## src/rtl/bcd_ctrl_pkg.sv

```systemverilog
// ---------------------------------------------------------------------------
// bcd_ctrl_pkg
//  Shared definitions for the BCD conversion scheduler: FSM state encoding,
//  result/digit widths and the default binary operand width.
//  No ports (package).
// ---------------------------------------------------------------------------
package bcd_ctrl_pkg;

   typedef enum logic [1:0] {
      S_IDLE  = 2'd0,
      S_ISSUE = 2'd1,
      S_WAIT  = 2'd2,
      S_DONE  = 2'd3
   } state_e;

   localparam int BCD_W     = 16;  // four digits {tho,hun,ten,one}
   localparam int DIGIT_W   = 4;
   localparam int BIN_W_DEF = 10;

endpackage

```

## src/rtl/rr_arbiter.sv

```systemverilog
// ---------------------------------------------------------------------------
// rr_arbiter
//  Combinational round-robin pick. Scans ptr+1, ptr+2, .. (mod N) and returns
//  the first channel with req set, so the channel at ptr has lowest priority.
// Ports
//  req      in   N    request vector
//  ptr      in   PW   index of the last served channel
//  gnt_oh   out  N    one-hot grant (zero when nothing requested)
//  gnt_idx  out  PW   index of the granted channel
//  gnt_vld  out  1    some request is pending
// ---------------------------------------------------------------------------
module rr_arbiter #(
   parameter int N  = 4,
   parameter int PW = $clog2(N)
) (
   input  logic [N-1:0]  req,
   input  logic [PW-1:0] ptr,
   output logic [N-1:0]  gnt_oh,
   output logic [PW-1:0] gnt_idx,
   output logic          gnt_vld
);

   logic [PW-1:0] idx;

   always_comb begin
      gnt_oh  = '0;
      gnt_idx = '0;
      gnt_vld = 1'b0;
      idx     = '0;
      // Walk from the farthest offset back to the nearest so the nearest
      // pending channel after ptr is the one left standing.
      for (int i = N; i >= 1; i--) begin
         idx = PW'((int'(ptr) + i) % N);
         if (req[idx]) begin
            gnt_oh      = '0;
            gnt_oh[idx] = 1'b1;
            gnt_idx     = idx;
            gnt_vld     = 1'b1;
         end
      end
   end

endmodule

```

## src/rtl/bcd_conv_scheduler.sv

```systemverilog
// ---------------------------------------------------------------------------
// bcd_conv_scheduler
//  Shares one external sequential binary-to-BCD converter among N channels.
//  Channels are granted round-robin; the granted operand is latched, the
//  converter is started and its result is stored in a per-channel register.
//  A conversion that does not finish within TIMEOUT cycles is abandoned.
// Ports
//  clk, rst_n   clock, asynchronous active-low reset
//  req          N        per-channel level request, held until ack
//  bin_flat     N*BIN_W  channel i operand at [i*BIN_W +: BIN_W]
//  ack          N        one-cycle pulse, channel result register updated
//  bcd_flat     N*16     channel i result {tho,hun,ten,one} at [i*16 +: 16]
//  busy         1        FSM not in IDLE
//  err_timeout  1        one-cycle pulse on an abandoned conversion
//  cv_start     1        start strobe to the converter
//  cv_bin       BIN_W    operand to the converter, held until the result
//  cv_done      1        converter result strobe
//  cv_bcd       16       converter result, valid with cv_done
// ---------------------------------------------------------------------------
module bcd_conv_scheduler
   import bcd_ctrl_pkg::*;
#(
   parameter int N       = 4,
   parameter int BIN_W   = BIN_W_DEF,
   parameter int TIMEOUT = 32
) (
   input  logic               clk,
   input  logic               rst_n,
   input  logic [N-1:0]       req,
   input  logic [N*BIN_W-1:0] bin_flat,
   output logic [N-1:0]       ack,
   output logic [N*BCD_W-1:0] bcd_flat,
   output logic               busy,
   output logic               err_timeout,
   output logic               cv_start,
   output logic [BIN_W-1:0]   cv_bin,
   input  logic               cv_done,
   input  logic [BCD_W-1:0]   cv_bcd
);

   localparam int PW = $clog2(N);
   localparam int TW = $clog2(TIMEOUT);

   state_e           state_q, state_d;
   logic [PW-1:0]    ptr_q, ptr_d;
   logic [PW-1:0]    gidx_q, gidx_d;
   logic [N-1:0]     gnt_q, gnt_d;
   logic [N-1:0]     ack_q, ack_d;
   logic [TW-1:0]    timer_q, timer_d;
   logic [BIN_W-1:0] cv_bin_q, cv_bin_d;
   logic             cv_start_q, cv_start_d;
   logic             busy_q, busy_d;
   logic             err_q, err_d;
   logic [BCD_W-1:0] bcd_q [N];
   logic [BCD_W-1:0] bcd_d [N];

   logic [N-1:0]     arb_oh;
   logic [PW-1:0]    arb_idx;
   logic             arb_vld;

   rr_arbiter #(.N(N), .PW(PW)) u_arb (
      .req     (req),
      .ptr     (ptr_q),
      .gnt_oh  (arb_oh),
      .gnt_idx (arb_idx),
      .gnt_vld (arb_vld)
   );

   always_comb begin
      state_d    = state_q;
      ptr_d      = ptr_q;
      gidx_d     = gidx_q;
      gnt_d      = gnt_q;
      timer_d    = timer_q;
      cv_bin_d   = cv_bin_q;
      bcd_d      = bcd_q;
      ack_d      = '0;
      err_d      = 1'b0;
      cv_start_d = 1'b0;
      unique case (state_q)
         S_IDLE: begin
            if (arb_vld) begin
               gnt_d      = arb_oh;
               gidx_d     = arb_idx;
               cv_bin_d   = bin_flat[arb_idx*BIN_W +: BIN_W];
               cv_start_d = 1'b1;  // high for the single ISSUE cycle
               state_d    = S_ISSUE;
            end
         end
         S_ISSUE: begin
            timer_d = '0;
            state_d = S_WAIT;
         end
         S_WAIT: begin
            if (cv_done) begin
               bcd_d[gidx_q] = cv_bcd;
               ack_d         = gnt_q;  // ack is visible during DONE
               state_d       = S_DONE;
            end else if (timer_q == TW'(TIMEOUT - 1)) begin
               // Abandoned channel becomes lowest priority, same as a served one.
               err_d   = 1'b1;
               ptr_d   = gidx_q;
               state_d = S_IDLE;
            end else begin
               timer_d = timer_q + 1'b1;
            end
         end
         S_DONE: begin
            ptr_d   = gidx_q;
            state_d = S_IDLE;
         end
         default: state_d = S_IDLE;
      endcase
      busy_d = (state_d != S_IDLE);
   end

   always_ff @(posedge clk or negedge rst_n) begin
      if (!rst_n) begin
         state_q    <= S_IDLE;
         ptr_q      <= PW'(N - 1);
         gidx_q     <= '0;
         gnt_q      <= '0;
         ack_q      <= '0;
         timer_q    <= '0;
         cv_bin_q   <= '0;
         cv_start_q <= 1'b0;
         busy_q     <= 1'b0;
         err_q      <= 1'b0;
         for (int i = 0; i < N; i++) bcd_q[i] <= '0;
      end else begin
         state_q    <= state_d;
         ptr_q      <= ptr_d;
         gidx_q     <= gidx_d;
         gnt_q      <= gnt_d;
         ack_q      <= ack_d;
         timer_q    <= timer_d;
         cv_bin_q   <= cv_bin_d;
         cv_start_q <= cv_start_d;
         busy_q     <= busy_d;
         err_q      <= err_d;
         bcd_q      <= bcd_d;
      end
   end

   assign ack         = ack_q;
   assign busy        = busy_q;
   assign err_timeout = err_q;
   assign cv_start    = cv_start_q;
   assign cv_bin      = cv_bin_q;

   for (genvar g = 0; g < N; g++) begin : g_bcd
      assign bcd_flat[g*BCD_W +: BCD_W] = bcd_q[g];
   end

endmodule
```

## config.mk

```make
export PLATFORM = sky130hd
export DESIGN_NAME = bcd_conv_scheduler
export DESIGN_NICKNAME = d
export VERILOG_FILES = /design/src/rtl/bcd_ctrl_pkg.sv /design/src/rtl/rr_arbiter.sv /design/src/rtl/bcd_conv_scheduler.sv
export SDC_FILE = /design/constraint.sdc
export NUM_CORES = 1
export LEC_CHECK = 0
export ABC_AREA = 1
export CAP_MARGIN = 30
export CELL_PAD_IN_SITES_DETAIL_PLACEMENT = 1
export CELL_PAD_IN_SITES_GLOBAL_PLACEMENT = 1
export CORE_ASPECT_RATIO = 1.5
export CORE_MARGIN = 2
export CORE_UTILIZATION = 31
export CTS_BUF_LIST = sky130_fd_sc_hd__clkbuf_8
export DETAILED_ROUTE_END_ITERATION = 16
export GPL_ROUTABILITY_DRIVEN = 0
export PLACE_DENSITY = 0.77
export SLEW_MARGIN = 20
export SYNTH_ARGS = -nofsm -noshare
export SYNTH_HDL_FRONTEND = slang
export SYNTH_SLANG_ARGS = --single-unit
```

## constraint.sdc

```tcl
create_clock -name clk -period 2.01 [get_ports clk]
set_input_delay 0.402 -clock clk [delete_from_list [all_inputs] [get_ports clk]]
set_output_delay 0.402 -clock clk [all_outputs]
set_load 0.05 [all_outputs]
```

==> flow_summary.toml, run 1 <==
[clock_tree]
clk_pin_slew_ps = 100
cts_root_buf = "clkbuf_8"
htreeDepth = 3
insertion_delay_ps = 370
cts_buffer_depth = 2
cts_sinks = 96
cts_tree = "built"
numCtsBuffers = 9

[grt]
grt_usage_pct = 18.2
antenna_found_initial = 0
grt_pass1_wl_mm = 21.7
top_usage_layer = "met2"
grt_pass1_vias = 4554
grtUsageMet1_pct = 19.6
grt_overflow_total = 0
grt_max_degree = 53
met3_usage_pct = 2.16
grt_use_met2_pct = 35.6

[critical_path]
arrival_ps = 2330
r2r_start = "ptr_q[0]"
crit_path_frequent_cell = "inv_4"
startpoint_type = "flop"
reg2reg_slack_ps = -90
crit_required_ps = 2250
rr_worst_depth = 11
path_max_fanout = 14
crit_buf_inv = 3
endpoint_kind = "flop"
rr_endpoint = "cv_bin[8]"
cp_cell_sequence = "inv_4 -> ha_4 -> inv_4 -> nand3_4 -> nand3_2 -> nand2_2 -> nand2_4 -> nand2_8 -> buf_16 -> o211ai_1 -> nand3_1"
cp_slowest_stage_delay_ps = 570
cpLargestDelayFamily = "simple AND/OR/NAND/NOR gates"
cp_slowest_cell = "dfstp_2"
path_class = "reg2reg"

[die]
dieHeight_um = 149
core-area_um2 = 13900
die_x_um = 101
initial_core_util_pct = 31.4
io_pins = 144
rows = 53
die_area_um2 = 15100

[logic_synthesis]
yosysWarningCount = 0
syn_area_per_cell_um2 = 8.48
synth_cells = 515
syn_area_um2 = 4370
ys.flop_type = "dfrtp_1"
ys_seq_area_share_pct = 55.0
async_flop_share_pct = 100
ys_types = 28
synth-edff-count = 0
synth-seq-cells = 96
syn_nets = 588

[drt]
routedWlPerCell_um = 15.9
dr.pass1.iters = 4
initialDrtViolationCount = 100
vias = 4190
drt-vias-per-instance = 4.84
drt-total-wl_mm = 13.8
ant_nets = 0
drc_errors = 0

[status]
violations = "negative setup slack"
status = "complete, but fails checks"

[sta]
clock_skew_ps = 10.6
layout_setup_ws_ps = -89.4
final_max_slew_viol_count = 0
rsz0062_at_grt = "yes"
tightest_slew_ps = 564
min_period_ps = 2100
holdWs_ps = 475
setup_viol = 10
final_hold_viol_count = 0
period_share_pct = 104
slew_headroom_pct = 62.3
max_freq_mhz = 476

[placed_design]
post-place-ws_ps = -224
port_buffers = 143
dp.cells = 836
dp_hpwl_mm = 10.3

[layout]
antenna_cells = 0
finalNonFillerCells = 865
drive_gt1_share_pct = 18.1
nets = 768
syn2layout_area_growth_pct = 57.5

[min_path]
hold_class = "in2async"

[job]
cap_viol_max_count = 0
## worst max path at each step
stage              from   endpoint  slack, ps  cells past startpoint
3_3_place_gp     req[3]  cv_bin[9]        -70                     15
2_1_floorplan  ptr_q[0]  cv_bin[2]        -10                     13
6_report       ptr_q[0]  cv_bin[8]        -90                     11
5_1_grt        ptr_q[0]  cv_bin[8]       -160                     11
3_5_place_dp     req[0]  cv_bin[8]       -220                     12
4_1_cts        ptr_q[1]  cv_bin[0]         -2                     15
## placed cells by master (no fill, tap or decap), types with 2 or more instances in the layout
master	Yosys	final
nand2_2	4	16
a31oi_1	4	4
nand2_1	110	91
dfstp_2	2	2
nand2_4	1	7
nand3_4	0	4
dlymetal6s2s_1	0	17
clkinvlp_4	0	4
buf_12	0	7
dfrtp_1	94	94
o21ai_0	21	21
clkbuf_8	0	9
nor2_2	1	3
nor3_4	0	3
inv_1	57	54
nand3_1	36	22
buf_4	1	32
nand3b_1	6	6
o211ai_1	8	8
ha_1	10	9
nand3_2	2	12
nor2_1	67	63
inv_2	5	4
a21oi_1	58	58
clkinv_4	0	3
inv_4	1	4
nor2_4	0	2
buf_6	2	6
clkdlybuf4s50_1	0	122
nor3_2	3	2
inv_8	0	2
## final cells by class
class	count	area (um^2)
Timing Repair Buffer	187	1940
Multi-Input combinational cell	337	1880
Clock buffer	9	124
Sequential cell	96	2400
Clock inverter	7	63.8
Timing Repair inverter	1	7.51
Inverter	63	250
Fill cell	1625	7050
Tap cell	165	206
## through the flow
stage	setup TNS (ps)	cell area [um^2]	util (%)
after detailed placement	-3440	6290	45.2
after global placement	-829	6290	45.2
after CTS	-1.92	6650	47.8
after global routing	-1540	6880	49.4
final	-287	6880	49.4
after floorplan	-14.4	4410	-
## cell usage after synthesis (5+ instances only)
library cell / instances / area share [%]
ha_1: 10 / 2.9
o211ai_1: 8 / 1.4
clkbuf_1: 7 / 0.60
dfrtp_1: 94 / 54
nand3_1: 36 / 4.1
inv_1: 57 / 4.9
inv_2: 5 / 0.43
nand3b_1: 6 / 1.0
a21oi_1: 58 / 6.6
buf_2: 9 / 1.0
nor2_1: 67 / 5.8
o21ai_0: 21 / 2.4
nand2_1: 110 / 9.5
## kinds of logic after synthesis
group | after synthesis | synth area share (%)
and+or+nand+nor | 234 | 23.0
DFF | 96 | 55.0
adders and majority gates | 10 | 2.86
buffers and inverters | 82 | 7.79
AOI/OAI and AO/OA | 93 | 11.3
## flip-flops by register name (all words and copies together) (netlist names)
name / cells
cv_bin: 10
state_q: 2
ptr_q: 2
timer_q: 5
gidx_q: 2
bcd_flat: 64
ack: 4
gnt_q: 4
err_timeout: 1
busy: 1
cv_start: 1
## repair_timing
item,4_1_cts,5_1_grt
hold buffers,1,0
gates cloned,1,2
hold endpoints to repair,24,0
setup endpoints to repair,15,36
pin swaps,3,18
buffers inserted,7,3
gates resized for setup,19,56
## per-layer routing
metal	vias to the layer above	share of wire (%)	routed length, um
met4	0	2.6	365
met3	26	3.9	535
li1	2006	-	-
met2	132	56	7720
met1	2026	37	5150
met5	-	0	0
Power of run 1 is not shown: default switching activity piles up to over one toggle a cycle in this logic, so the estimate is an artifact.
==> run 2, diff against run 1 <==
--- a/config.mk
+++ b/config.mk
@@ -9,13 +9,12 @@
 export CAP_MARGIN = 30
 export CELL_PAD_IN_SITES_DETAIL_PLACEMENT = 1
 export CELL_PAD_IN_SITES_GLOBAL_PLACEMENT = 1
-export CORE_ASPECT_RATIO = 1.5
 export CORE_MARGIN = 2
-export CORE_UTILIZATION = 31
+export CORE_UTILIZATION = 37
 export CTS_BUF_LIST = sky130_fd_sc_hd__clkbuf_8
 export DETAILED_ROUTE_END_ITERATION = 16
 export GPL_ROUTABILITY_DRIVEN = 0
-export PLACE_DENSITY = 0.77
+export PLACE_DENSITY = 0.87
 export SLEW_MARGIN = 20
 export SYNTH_ARGS = -nofsm -noshare
 export SYNTH_HDL_FRONTEND = slang
==> constraint.sdc (replaced) <==
create_clock -name clk -period 2.6 [get_ports clk]
set_input_delay 0.52 -clock clk [delete_from_list [all_inputs] [get_ports clk]]
set_output_delay 0.52 -clock clk [all_outputs]
set_load 0.05 [all_outputs]
==> run 2 against run 1 <==
Worst hold slack got worse by 340 ps. Non-clock buffer count decreased by 26. Clock skew down 4.5 ps. Die area is 16% lower. Clock-buffer cell count up 1. Maximum frequency shrank 13%. Sequential cell count unchanged. Global-route usage is 3.1 points higher. Largest cell class unchanged. Register-to-register slack better by 270 ps. Via count decreased by 1.1%. Design area fell by 8.9%. The flow now finishes without violations. Critical path type unchanged.
==> flow_summary.toml, run 2 (same netlist as run 1, synthesis figures left out) <==
[sta]
final_max_slew_viol_count = 0
period_share_pct = 93.0
holdWs_ps = 135
final_hold_viol_count = 0
min_period_ps = 2420
clock_skew_ps = 6.07
fin_setup_tns_ps = 0
max_freq_mhz = 414
slew_headroom_pct = 61.4
tightest_slew_ps = 578
setup_viol = 0
layout_setup_ws_ps = 183

[job]
cap_viol_max_count = 0

[clock_tree]
cts_tree = "built"
htreeDepth = 3
cts-hold-fix-buffers = 0
cts_sinks = 96
cts_buffer_depth = 2
insertion_delay_ps = 360
numCtsBuffers = 9
cts_root_buf = "clkbuf_8"
clk_pin_slew_ps = 90

[critical_path]
cpLargestDelayFamily = "simple AND/OR/NAND/NOR gates"
path_class = "reg2reg"
startpoint = "ptr_q[1]"
cp_cell_sequence = "inv_1 -> ha_1 -> inv_1 -> nand3_1 -> nand2_2 -> nor2_1 -> nand2_1 -> nand2_8 -> buf_4 -> o211ai_1 -> nand3_1"
crit_required_ps = 2840
endpoint_kind = "flop"
startpoint_type = "flop"
arrival_ps = 2660
crit_buf_inv = 3
path_max_fanout = 27
cp_slowest_stage_delay_ps = 620
r2r_start = "ptr_q[1]"
cp_slowest_cell = "dfstp_2"

[drt]
initialDrtViolationCount = 148
routedWlPerCell_um = 16.2
drt-vias-per-instance = 5.08
vias = 4142
ant_nets = 0
drc_errors = 0
drt-total-wl_mm = 13.2
dr.pass1.iters = 4

[die]
initial_core_util_pct = 38.1
die_area_um2 = 12700
io_pins = 144
core-area_um2 = 11500
dieHeight_um = 113
die_x_um = 113
rows = 39

[layout]
nets = 742
syn2layout_area_growth_pct = 43.5
final_cell_mix = "142 x clkdlybuf4s50_1, 109 x nand2_1, 94 x dfrtp_1, 66 x nor2_1, 58 x a21oi_1"
finalNonFillerCells = 815
antenna_cells = 0
final_common_cell = "clkdlybuf4s50_1"
drive_gt1_share_pct = 8.33
largest_register_ffs = 64

[placed_design]
post-place-ws_ps = 46.5
port_buffers = 143
dp_hpwl_mm = 10.0
dp.cells = 797

[min_path]
hold_class = "in2async"

[status]
status = "finished, final reports clean"

[grt]
grt_pass1_wl_mm = 21.9
grt_max_degree = 44
antenna_found_initial = 0
grt_pass1_vias = 4362
grt_usage_pct = 21.4
grt_overflow_total = 0
==> run 2: cell types whose count changed in the layout (fill, tap and decap cells not counted), moves of 5 or more <==
cell / before / now
nand2_4: 7 / 2
clkdlybuf4s50_1: 122 / 142
nand3_1: 22 / 36
buf_6: 6 / 0
buf_4: 32 / 16
nand2_1: 91 / 109
nand3_2: 12 / 2
dlymetal6s2s_1: 17 / 0
nand2_2: 16 / 3
==> run 2: per-layer routing <==
metal | vias to the layer above | part of all wire [%] | track usage [%]
li1 | 1950 | - | -
met1 | 2019 | 43 | 27.2
met2 | 155 | 49 | 36.0
met3 | 18 | 6.7 | 4.75
met4 | 0 | 1.8 | 7.56
met5 | - | 0 | 0
==> run 2: through the flow <==
stage | cell area [um^2] | utilization [%]
floorplan | 4370 | -
global placement | 6040 | 52.7
detailed placement | 6040 | 52.7
CTS | 6210 | 54.1
global route | 6270 | 54.7
finish | 6270 | 54.7
==> run 2: final timing paths <==
path	endpoint	slack [ps]	depth (start not counted)
min in group clk	cv_bin[6]	490	2
min	bcd_flat[21]	130	1
max	cv_bin[8]	180	11
max reg2reg	cv_bin[8]	180	11
min reg2reg	cv_bin[6]	490	2
max in group asynchronous	ptr_q[0]	1750	2
==> run 2: what timing repair did <==
action | in CTS | in global routing
buffers inserted | 0 | 3
setup endpoints to repair | 0 | 15
gates resized for setup | 0 | 8
==> run 2: final cells by class <==
class                   count  area [um^2]
fillers                  1353         5200
flip-flops and latches     96         2400
multi-input cells         337         1670
repair buffers            161         1600
inverters                  63          243
well taps                 143          179
clock buffers              10          138
clock inverters             4         23.8
repair inverters            1         7.51
Power of run 2 is left out for the same reason.
==> run 3, diff against run 2 <==
--- a/config.mk
+++ b/config.mk
@@ -11,10 +11,11 @@
 export CELL_PAD_IN_SITES_GLOBAL_PLACEMENT = 1
 export CORE_MARGIN = 2
 export CORE_UTILIZATION = 37
-export CTS_BUF_LIST = sky130_fd_sc_hd__clkbuf_8
+export CTS_BUF_LIST = sky130_fd_sc_hd__clkbuf_4
 export DETAILED_ROUTE_END_ITERATION = 16
 export GPL_ROUTABILITY_DRIVEN = 0
 export PLACE_DENSITY = 0.87
+export RECOVER_POWER = 50
 export SLEW_MARGIN = 20
 export SYNTH_ARGS = -nofsm -noshare
 export SYNTH_HDL_FRONTEND = slang
==> run 3 against run 2 <==
Clock skew increased by 9.7 ps. Critical path depth is 1 higher. First-iteration DRC count up 20%. Design area fell by 2.0%. Highest routed layer unchanged.
==> flow_summary.toml, run 3 (same netlist as run 1, synthesis figures left out) <==
[critical_path]
cp_slowest_stage_delay_ps = 630
crit_required_ps = 2920
cp_slowest_cell = "dfstp_2"
reg2reg_slack_ps = 190
crit_buf_inv = 4
cpLargestDelayFamily = "simple AND/OR/NAND/NOR gates"
rr_endpoint = "gidx_q[0]"
endpoint_kind = "flop"
arrival_ps = 2730
r2r_start = "ptr_q[1]"
path_max_fanout = 11
startpoint_type = "flop"
cp_cell_sequence = "inv_1 -> ha_1 -> inv_1 -> nand3_1 -> nand2_1 -> nor2_1 -> nand2_1 -> nand2_4 -> clkinvlp_4 -> buf_4 -> nand2_1 -> o21ai_0"
rr_worst_depth = 12
crit_path_frequent_cell = "nand2_1"
path_class = "reg2reg"

[sta]
clock_skew_ps = 15.8
period_share_pct = 92.8
rsz0062_at_grt = "no"
holdWs_ps = 231
fin_setup_tns_ps = 0
final_max_slew_viol_count = 0
setup_viol = 0
min_period_ps = 2410
final_hold_viol_count = 0
slew_headroom_pct = 29.9
max_freq_mhz = 415
tightest_slew_ps = 1050
layout_setup_ws_ps = 188

[job]
cap_viol_max_count = 0

[drt]
routedWlPerCell_um = 16.1
maxUsedRoutingLayer = "met4"
vias = 4109
initialDrtViolationCount = 178
drt-vias-per-instance = 5.04
wl_met1_mm = 5.59
dr.pass1.iters = 4
drc_errors = 0
drt-total-wl_mm = 13.1
ant_nets = 0
wl_met2_mm = 6.35
met3_length_um = 891

[min_path]
hold_class = "in2async"

[grt]
grt_pass1_vias = 4353
grt_max_degree = 44
antenna_found_initial = 0
grt_usage_pct = 21.3
grt_pass1_wl_mm = 21.8
grt_overflow_total = 0

[die]
io_pins = 144
die_x_um = 113
die_area_um2 = 12700
initial_core_util_pct = 38.1
core-area_um2 = 11500
rows = 39
dieHeight_um = 113

[clock_tree]
clk_pin_slew_ps = 130
numCtsBuffers = 9
insertion_delay_ps = 450
cts_root_buf = "clkbuf_4"
cts_tree = "built"
cts-hold-fix-buffers = 0
cts_buffer_depth = 2
htreeDepth = 3
cts_sinks = 96

[layout]
drive_gt1_share_pct = 7.73
largest_register_ffs = 64
antenna_cells = 0
utilization_pct = 53.6
final_cell_mix = "142 x clkdlybuf4s50_1, 109 x nand2_1, 94 x dfrtp_1, 66 x nor2_1"
final_common_cell = "clkdlybuf4s50_1"
syn2layout_area_growth_pct = 40.6
nets = 743

[status]
status = "finished, final reports clean"

[placed_design]
dp_hpwl_mm = 10.0
post-place-ws_ps = 46.5
port_buffers = 143
-- run 3: metal layers --
metal	track usage [%]	vias up
met5	0	-
met4	8.29	0
met3	4.32	19
met2	36.0	145
met1	27.0	1998
li1	-	1947
-- run 3: area by class of cell --
type | count | area, um^2
Timing Repair Buffer | 163 | 1560
Clock inverter | 4 | 23.8
Clock buffer | 10 | 75.1
Inverter | 63 | 243
Multi-Input combinational cell | 337 | 1660
Tap cell | 143 | 179
Fill cell | 1362 | 5320
Sequential cell | 96 | 2400
-- run 3: worst reg2reg max path: stages (launching register included) --
cell,delay [ps]
dfstp_2,630
inv_1,80
ha_1,320
inv_1,70
nand3_1,150
nand2_1,180
nor2_1,150
nand2_1,110
nand2_4,180
clkinvlp_4,120
buf_4,170
nand2_1,60
o21ai_0,80
-- run 3: worst max path at each step --
stage | depth (start not counted) | start | to
after floorplan | 14 | ptr_q[0] | cv_bin[8]
after global placement | 13 | req[1] | cv_bin[5]
after detailed placement | 12 | req[2] | cv_bin[8]
after CTS | 12 | ptr_q[0] | cv_bin[8]
after global routing | 12 | ptr_q[1] | cv_bin[8]
final | 12 | ptr_q[1] | gidx_q[0]
-- run 3: what timing repair did --
item | 4_1_cts | 5_1_grt
endpoints found under the hold margin | 0 | 0
setup buffers | 0 | 5
gates resized for setup | 0 | 7
endpoints found under the setup margin | 0 | 15
-- run 3: through the flow --
step | instance area [um^2] | instances
after floorplan | 4370 | 515
after global placement | 6040 | 797
after detailed placement | 6040 | 797
after CTS | 6140 | 811
after global routing | 6140 | 816
final | 6140 | 816
Power of run 3 is left out for the same reason.
